## src/rtl/uart_word_loader.sv

```systemverilog
// uart_word_loader: assembles bytes from a UART receiver into 32-bit words and
// writes them to consecutive instruction-memory addresses.
// Stream format: 4-byte little-endian word count L, then L little-endian words.
// Optional feature macro LOADER_CHECKSUM_EN: one trailing byte holding the XOR
// of all payload bytes. A match finishes the load; a mismatch aborts it.
//
// Byte handshake: rx_valid is a one-cycle pulse qualifying rx_data/rx_ferr.
// Every pulse is consumed on the clock edge where it is seen. There is no
// back-pressure. mem_we is a one-cycle strobe with mem_addr/mem_wdata stable
// while it is high.
module uart_word_loader #(
   parameter int ADDR_W = 14
) (
   input  logic              clk,
   input  logic              rstn,
   input  logic [7:0]        rx_data,
   input  logic              rx_valid,
   input  logic              rx_ferr,
   output logic              mem_we,
   output logic [ADDR_W-1:0] mem_addr,
   output logic [31:0]       mem_wdata,
   output logic              load_done,
   output logic              load_err,
   output logic              busy,
   output logic [2:0]        dbg_state_o
);

   typedef enum logic [2:0] {
      S_HDR  = 3'd0,
      S_DATA = 3'd1,
`ifdef LOADER_CHECKSUM_EN
      S_CSUM = 3'd2,
`endif
      S_DONE = 3'd3,
      S_ERR  = 3'd4
   } state_t;

   // The state that follows the last payload word.
`ifdef LOADER_CHECKSUM_EN
   localparam state_t S_END = S_CSUM;
`else
   localparam state_t S_END = S_DONE;
`endif

   // Largest legal word count: the memory holds 2^ADDR_W words.
   localparam logic [32:0] LEN_CAP = 33'd1 << ADDR_W;

   state_t            state_q, state_d;
   logic [1:0]        cnt_q;
   logic [23:0]       shift_q;
   logic [31:0]       len_q;
   logic [ADDR_W-1:0] addr_q;
   logic [31:0]       wdata_q;
   logic              we_q;
   logic              started_q;
`ifdef LOADER_CHECKSUM_EN
   logic [7:0]        xor_q;
`endif

   logic        active;
   logic        byte_ok;
   logic        byte_bad;
   logic        last_byte;
   logic        last_word;
   logic [31:0] word;

   // Bytes are accepted only while a load is still in progress.
   assign active    = (state_q == S_HDR) || (state_q == S_DATA)
`ifdef LOADER_CHECKSUM_EN
                      || (state_q == S_CSUM)
`endif
                      ;
   assign byte_ok   = rx_valid && !rx_ferr && active;
   assign byte_bad  = rx_valid && rx_ferr && active;
   assign last_byte = (cnt_q == 2'd3);
   // The three earlier bytes sit in shift_q. The newest byte is the top byte.
   assign word      = {rx_data, shift_q};
   assign last_word = ((33'(addr_q) + 33'd1) == {1'b0, len_q});

   // State register.
   always_ff @(posedge clk) begin
      if (!rstn) state_q <= S_HDR;
      else       state_q <= state_d;
   end

   // Next-state logic.
   always_comb begin
      state_d = state_q;
      unique case (state_q)
         S_HDR: begin
            if (byte_bad)
               state_d = S_ERR;
            else if (byte_ok && last_byte) begin
               if (word == 32'd0)                  state_d = S_END;
               else if ({1'b0, word} > LEN_CAP)    state_d = S_ERR;
               else                                state_d = S_DATA;
            end
         end
         S_DATA: begin
            if (byte_bad)
               state_d = S_ERR;
            else if (byte_ok && last_byte && last_word)
               state_d = S_END;
         end
`ifdef LOADER_CHECKSUM_EN
         S_CSUM: begin
            if (byte_bad)
               state_d = S_ERR;
            else if (byte_ok)
               state_d = (rx_data == xor_q) ? S_DONE : S_ERR;
         end
`endif
         default: state_d = state_q;
      endcase
   end

   // Outputs decoded from state. Both flags are sticky because only reset leaves DONE or ERR.
   always_comb begin
      load_done   = (state_q == S_DONE);
      load_err    = (state_q == S_ERR);
      busy        = started_q && active;
      dbg_state_o = state_q;
   end

   // Byte assembly, write strobe and address counter.
   always_ff @(posedge clk) begin
      if (!rstn) begin
         cnt_q     <= 2'd0;
         shift_q   <= 24'd0;
         len_q     <= 32'd0;
         addr_q    <= '0;
         wdata_q   <= 32'd0;
         we_q      <= 1'b0;
         started_q <= 1'b0;
`ifdef LOADER_CHECKSUM_EN
         xor_q     <= 8'd0;
`endif
      end else begin
         we_q <= 1'b0;
         // Advance after a write unless it was the last one. This keeps
         // mem_addr frozen once the load has finished.
         if (we_q && state_q == S_DATA)
            addr_q <= addr_q + ADDR_W'(1);
         if (byte_ok) begin
            started_q <= 1'b1;
            cnt_q     <= cnt_q + 2'd1;
            shift_q   <= {rx_data, shift_q[23:8]};
            if (state_q == S_HDR && last_byte)
               len_q <= word;
            if (state_q == S_DATA) begin
`ifdef LOADER_CHECKSUM_EN
               xor_q <= xor_q ^ rx_data;
`endif
               if (last_byte) begin
                  we_q    <= 1'b1;
                  wdata_q <= word;
               end
            end
         end
      end
   end

   assign mem_we    = we_q;
   assign mem_addr  = addr_q;
   assign mem_wdata = wdata_q;

endmodule
```

## config.mk

```make
export PLATFORM = sky130hd
export DESIGN_NAME = uart_word_loader
export DESIGN_NICKNAME = d
export VERILOG_FILES = /design/src/rtl/uart_word_loader.sv
export SDC_FILE = /design/constraint.sdc
export NUM_CORES = 1
export LEC_CHECK = 0
export BUFFER_PORTS_ARGS = -buffer_cell sky130_fd_sc_hd__buf_2
export CAP_MARGIN = 10
export CELL_PAD_IN_SITES_DETAIL_PLACEMENT = 1
export CELL_PAD_IN_SITES_GLOBAL_PLACEMENT = 2
export CORE_MARGIN = 2
export CORE_UTILIZATION = 31
export CTS_CLUSTER_DIAMETER = 150
export DETAILED_ROUTE_END_ITERATION = 8
export PLACE_DENSITY_LB_ADDON = 0.05
export SETUP_SLACK_MARGIN = 0.1
export SLEW_MARGIN = 20
export SYNTH_ARGS = -nofsm -noshare
export SYNTH_HDL_FRONTEND = slang
export SYNTH_SLANG_ARGS = --single-unit
export TNS_END_PERCENT = 30
```

## constraint.sdc

```tcl
create_clock -name clk -period 1.9 [get_ports clk]
set_input_delay 0.285 -clock clk [delete_from_list [all_inputs] [get_ports clk]]
set_output_delay 0.285 -clock clk [all_outputs]
set_load 0.1 [all_outputs]
```

### Word-level counts from Yosys, hierarchy flattened

Cells that the tools add are included.

| operators by class | value |
|---|---|
| $lt $le $gt $ge | 1 |
| muxes and demuxes | 8 |
| add/sub/neg operators | 3 |
| reductions and logical operators | 18 |
| equality and inequality tests | 7 |

Operators by type and width:

| operator | count |
|---|---|
| 15-bit by 32-bit equality test with 1-bit output | 1 |
| 32-bit by 15-bit > comparator with 1-bit output, second input constant | 1 |
| 32-bit zero test | 1 |
| 3-bit 2-to-1 mux | 6 |
| 14-bit by 1-bit adder with 15-bit output, second input constant | 1 |
| 14-bit by 1-bit adder with 14-bit output, second input constant | 1 |
| 1-bit logical AND | 9 |
| 3-bit AND reduction | 3 |
| 3-bit by 2-bit != test with 1-bit output, second input constant | 2 |
| 3-bit one-hot mux with 2 select lines | 1 |
| 3-bit by 1-bit equality test with 1-bit output, second input constant | 1 |
| 3-bit by 2-bit equality test with 1-bit output, second input constant | 1 |
| 3-bit equality test, second input constant | 1 |
| 3-bit zero test | 1 |
| 2-bit by 1-bit adder with 2-bit output, second input constant | 1 |
| 2-bit equality test, second input constant | 1 |
| 2-bit AND reduction | 1 |
| 2-bit nonzero test | 1 |
| 1-bit zero test | 1 |
| 1-bit logical OR | 1 |
| 1-bit 2-to-1 mux | 1 |

| word-level totals | value |
|---|---|
| logic and storage cells | 45 |
| output and inout port bits | 53 |
| flip-flop bits (word level) | 109 |
| bits of input ports | 12 |

### Logic depth before layout (Yosys ltp)

| depth | value |
|---|---|
| depth after elaboration | 8 |
| depth in mapped cells | 9 |

### Worst setup path after synthesis

No wires, ideal clock.

| path | value |
|---|---|
| path kind | register to output |
| start point | register state_q[2], in the netlist dbg_state_o[2] |
| end point | output load_err |
| data required time | 1.615 ns |
| stages on the path, launching flop included | 2 |
| path slack | -1.740 ns |
| path buffers | 0 |
| arrival time | 3.355 ns |
| path through | dfxtp_1 -> nor3b_1 |

| between the ends | value |
|---|---|
| word-level cells in the longest chain between the ends | 1 |

RTL lines:

| what | RTL line | text |
|---|---|---|
| start, declared | 48 | `state_t state_q, state_d;` |
| start signal, assigned | 83 | `else state_q <= state_d;` |
| 3-bit equality test | 120 | `load_err = (state_q == S_ERR);` |
| end, declared | 23 | `output logic load_err,` |

Every way passes these cells.

### Worst setup path in the final report

| path | value |
|---|---|
| start point | register addr_q[0], in the netlist mem_addr[0] |
| end point | register state_q[0], in the netlist dbg_state_o[0] |

| between the ends | value |
|---|---|
| word-level cells in the longest chain between the ends | 5 |

RTL lines:

| what | RTL line | text |
|---|---|---|
| start, declared | 52 | `logic [ADDR_W-1:0] addr_q;` |
| start signal, assigned | 143 | `addr_q <= addr_q + ADDR_W'(1);` |
| 14-bit by 1-bit adder with 15-bit output | 78 | `assign last_word = ((33'(addr_q) + 33'd1) == {1'b0, len_q});` |
| 15-bit by 32-bit equality test with 1-bit output | 78 |  |
| 1-bit logical AND | 102 | `else if (byte_ok && last_byte && last_word)` |
| 3-bit by 2-bit != test with 1-bit output (no source line) | - |  |
| 3-bit AND reduction (no source line) | - |  |

Every way passes these cells.
A chain may end at the register's enable or synchronous reset.

==> impl_metrics.json <==
{
  "p_leak_nw": 2.80,
  "dr.pass1.iters": 4,
  "vias": 4509,
  "path_class": "register to register",
  "grtUsageMet2": 0.345,
  "vdd_drop_max_mv": 0.597,
  "clk_path_buf_depth": 2,
  "ys_seq_elements": 109,
  "h-tree-depth": 3,
  "syn_nets": 598,
  "place_ws_ns": -0.146,
  "finalSetupViolations": 2,
  "synthCells": 584,
  "root_buffer": "clkbuf_16",
  "initial_core_util": 0.319,
  "crit_required_ns": 2.17,
  "clk_pin_slew_worst_paths_ns": 0.08,
  "die_y_um": 129,
  "status": "finished, violations left",
  "crit_family": "simple AND/OR/NAND/NOR gates",
  "cp_cell_sequence": "buf_4 -> nand4_1 -> or3_1 -> a21o_1 -> a211oi_2 -> nor4b_4 -> o211ai_1 -> o31ai_1",
  "cts_tree": "yes",
  "die_w_um": 129,
  "grtUsageMet1": 0.230,
  "r2r_cells": 8,
  "routed_wl_um": 15700,
  "grt_pass1_wl_um": 24600,
  "grt_max_degree": 111,
  "grt_overflow": 0,
  "numCtsBuffers": 9,
  "synth-async-reset-ratio": 0,
  "crit_fanout": 8,
  "ys.flop_type": "dfxtp_1",
  "hold_depth": 3,
  "core_um2": 15300,
  "clock_latency_ns": 0.35,
  "grtUsageTotal": 0.190,
  "critPathLaunchType": "register",
  "slew_headroom": 0.663,
  "drive_above_1_share": 0.370,
  "drtIter0Drc": 164,
  "fin_skew_ns": 0.00569,
  "wl_per_cell_um": 17.2,
  "dieArea_um2": 16800,
  "seq_area_frac_synth": 0.447,
  "use_met3": 0.0450,
  "drv_slew": 0,
  "place.gp.congestion": 0.853,
  "crit_path_end_kind": "register",
  "ant_nets": 0,
  "cp_slowest_cell": "dfxtp_4",
  "period_share": 1.06,
  "fin_crit_ns": 2.01,
  "violations": "setup timing",
  "hold_viol_final": 0,
  "synth_edf_count": 0,
  "hpwl_um": 10700,
  "r2r_start": "mem_addr[0]$_SDFFE_PN0P_",
  "antenna_found_initial": 0,
  "syn_avg_cell_area_um2": 8.36,
  "clkSinkCount": 109,
  "max-cap-violations": 0,
  "pin_count": 65,
  "synthDominantCellAreaShare": 0.447,
  "max_stage_delay_ns": 0.36,
  "hp-class": "input port to register",
  "holdPathEnd": "len_q[24]$_SDFFE_PN0P_",
  "yosysUniqueCellTypes": 52,
  "worst_slack_ns": -0.106,
  "syn-cell-area_um2": 4880,
  "drc_errors": 0,
  "synth_warnings": 0,
  "synthToLayoutAreaGrowth_pct": 39.9,
  "port-buffer-count": 64,
  "yosys.area.top_type": "dfxtp_1",
  "tns_ns": -0.150,
  "nets": 709,
  "hold_path.startpoint": "rx_data[0]",
  "rrSetupSlack_ns": -0.11,
  "tightest_slew_ns": 0.509,
  "viasPerCell": 4.95,
  "busiest_layer": "met2",
  "rr_endpoint": "dbg_state_o[0]$_SDFFE_PN0P_",
  "crit_buf_inv": 1,
  "num_antenna_cells": 0,
  "synthTopCellsByCount": "nand2_1 (191), dfxtp_1 (109), a21boi_0 (56)",
  "rsz0062_at_grt": "true",
  "synth.most_common_cell": "nand2_1",
  "synthTopCellsByArea": "dfxtp_1 (45%), nand2_1 (15%), a21boi_0 (8.6%), a21boi_1 (6.2%), xnor2_1 (2.9%)",
  "crit_arrival_ns": 2.27,
  "powerDensity_nw_per_um2": 665,
  "grt_pass1_vias": 4596,
  "rows": 45,
  "fmax_mhz": 499
}
## kinds of logic (layout without fill, tap and decap cells)
kind of cell    count (synthesis)  in the layout  share of synthesized area
simple gates                  278            278                      0.267
compound gates                129            129                      0.196
buf+inv                        40            156                     0.0379
xor+xnor                       24             24                     0.0431
flops                         109            109                      0.447
mux                             2              2                    0.00410
fa+ha+maj                       2              2                    0.00513
## per-stage QoR
step / cells / power (mW) / util / hold slack, ns / cell area (µm²)
floorplan: 584 / 2.50 / - / 0.420 / 4970
global placement: 882 / 2.61 / 0.386 / 0.442 / 5910
detailed placement: 882 / 2.61 / 0.386 / 0.448 / 5910
CTS: 907 / 4.61 / 0.425 / 0.202 / 6520
global route: 911 / 4.72 / 0.446 / 0.208 / 6830
finish: 911 / 4.54 / 0.446 / 0.219 / 6830
## cell type report
class                           count  area (µm²)
Fill cell                        1787        8490
Multi-Input combinational cell    435        2930
Clock buffer                       10         229
Tap cell                          211         264
Inverter                            1        3.75
Clock inverter                      6        71.3
Timing Repair Buffer              139        1110
Sequential cell                   109        2220
## worst reg2reg max path, stage by stage (launching register included)
cell      delay [ns]
dfxtp_4         0.36
buf_4           0.15
nand4_1         0.18
or3_1           0.35
a21o_1          0.19
a211oi_2        0.18
nor4b_4         0.30
o211ai_1        0.12
o31ai_1         0.09
## layer usage
layer | wire [µm] | vias to the layer above
li1 | - | 2204
met1 | 6880 | 2231
met2 | 8200 | 65
met3 | 471 | 9
met4 | 148 | 0
met5 | 0 | -
## report_power, final
part | internal, mW | switching, mW | total, mW
logic | 0.113 | 0.160 | 0.273
registers | 2.29 | 0.0192 | 2.31
clock network | 1.04 | 0.922 | 1.96
## registers in the layout (all words and copies together), names as in the netlist
name         count
dbg_state_o      3
started_q        1
shift_q         24
cnt_q            2
len_q           32
mem_addr        14
mem_we           1
mem_wdata       32
## placed cells by master, fill, tap and decap left out, drive strengths merged, types with 8 or more instances in the layout
cell type,instances
nor4,11
nor3,8
dfxtp,109
clkbuf,13
nor2,8
a21boi,96
xor2,8
nand2,191
nand3,9
nand4,9
xnor2,16
buf,136
and2,14
## worst max path at each step
stage	slack, ns	cells after the start	startpoint	endpoint
finish	-0.11	8	mem_addr[0]$_SDFFE_PN0P_	dbg_state_o[0]$_SDFFE_PN0P_
global route	-0.20	8	mem_addr[0]$_SDFFE_PN0P_	dbg_state_o[0]$_SDFFE_PN0P_
CTS	-0.12	8	mem_addr[0]$_SDFFE_PN0P_	dbg_state_o[0]$_SDFFE_PN0P_
detailed placement	-0.15	8	mem_addr[1]$_SDFFE_PN0P_	dbg_state_o[0]$_SDFFE_PN0P_
global placement	-0.11	8	mem_addr[0]$_SDFFE_PN0P_	dbg_state_o[0]$_SDFFE_PN0P_
floorplan	-0.31	9	mem_addr[1]$_SDFFE_PN0P_	dbg_state_o[0]$_SDFFE_PN0P_
## repair_timing
item                                    CTS  global route
hold buffers                              0             0
endpoints found under the setup margin   40            70
gates resized for setup                  53            81
pin swaps                                39            38
setup buffers                             7             1
cloned                                    2             4
hold endpoints to repair                  0             0
(Power assumes the default switching activity.)
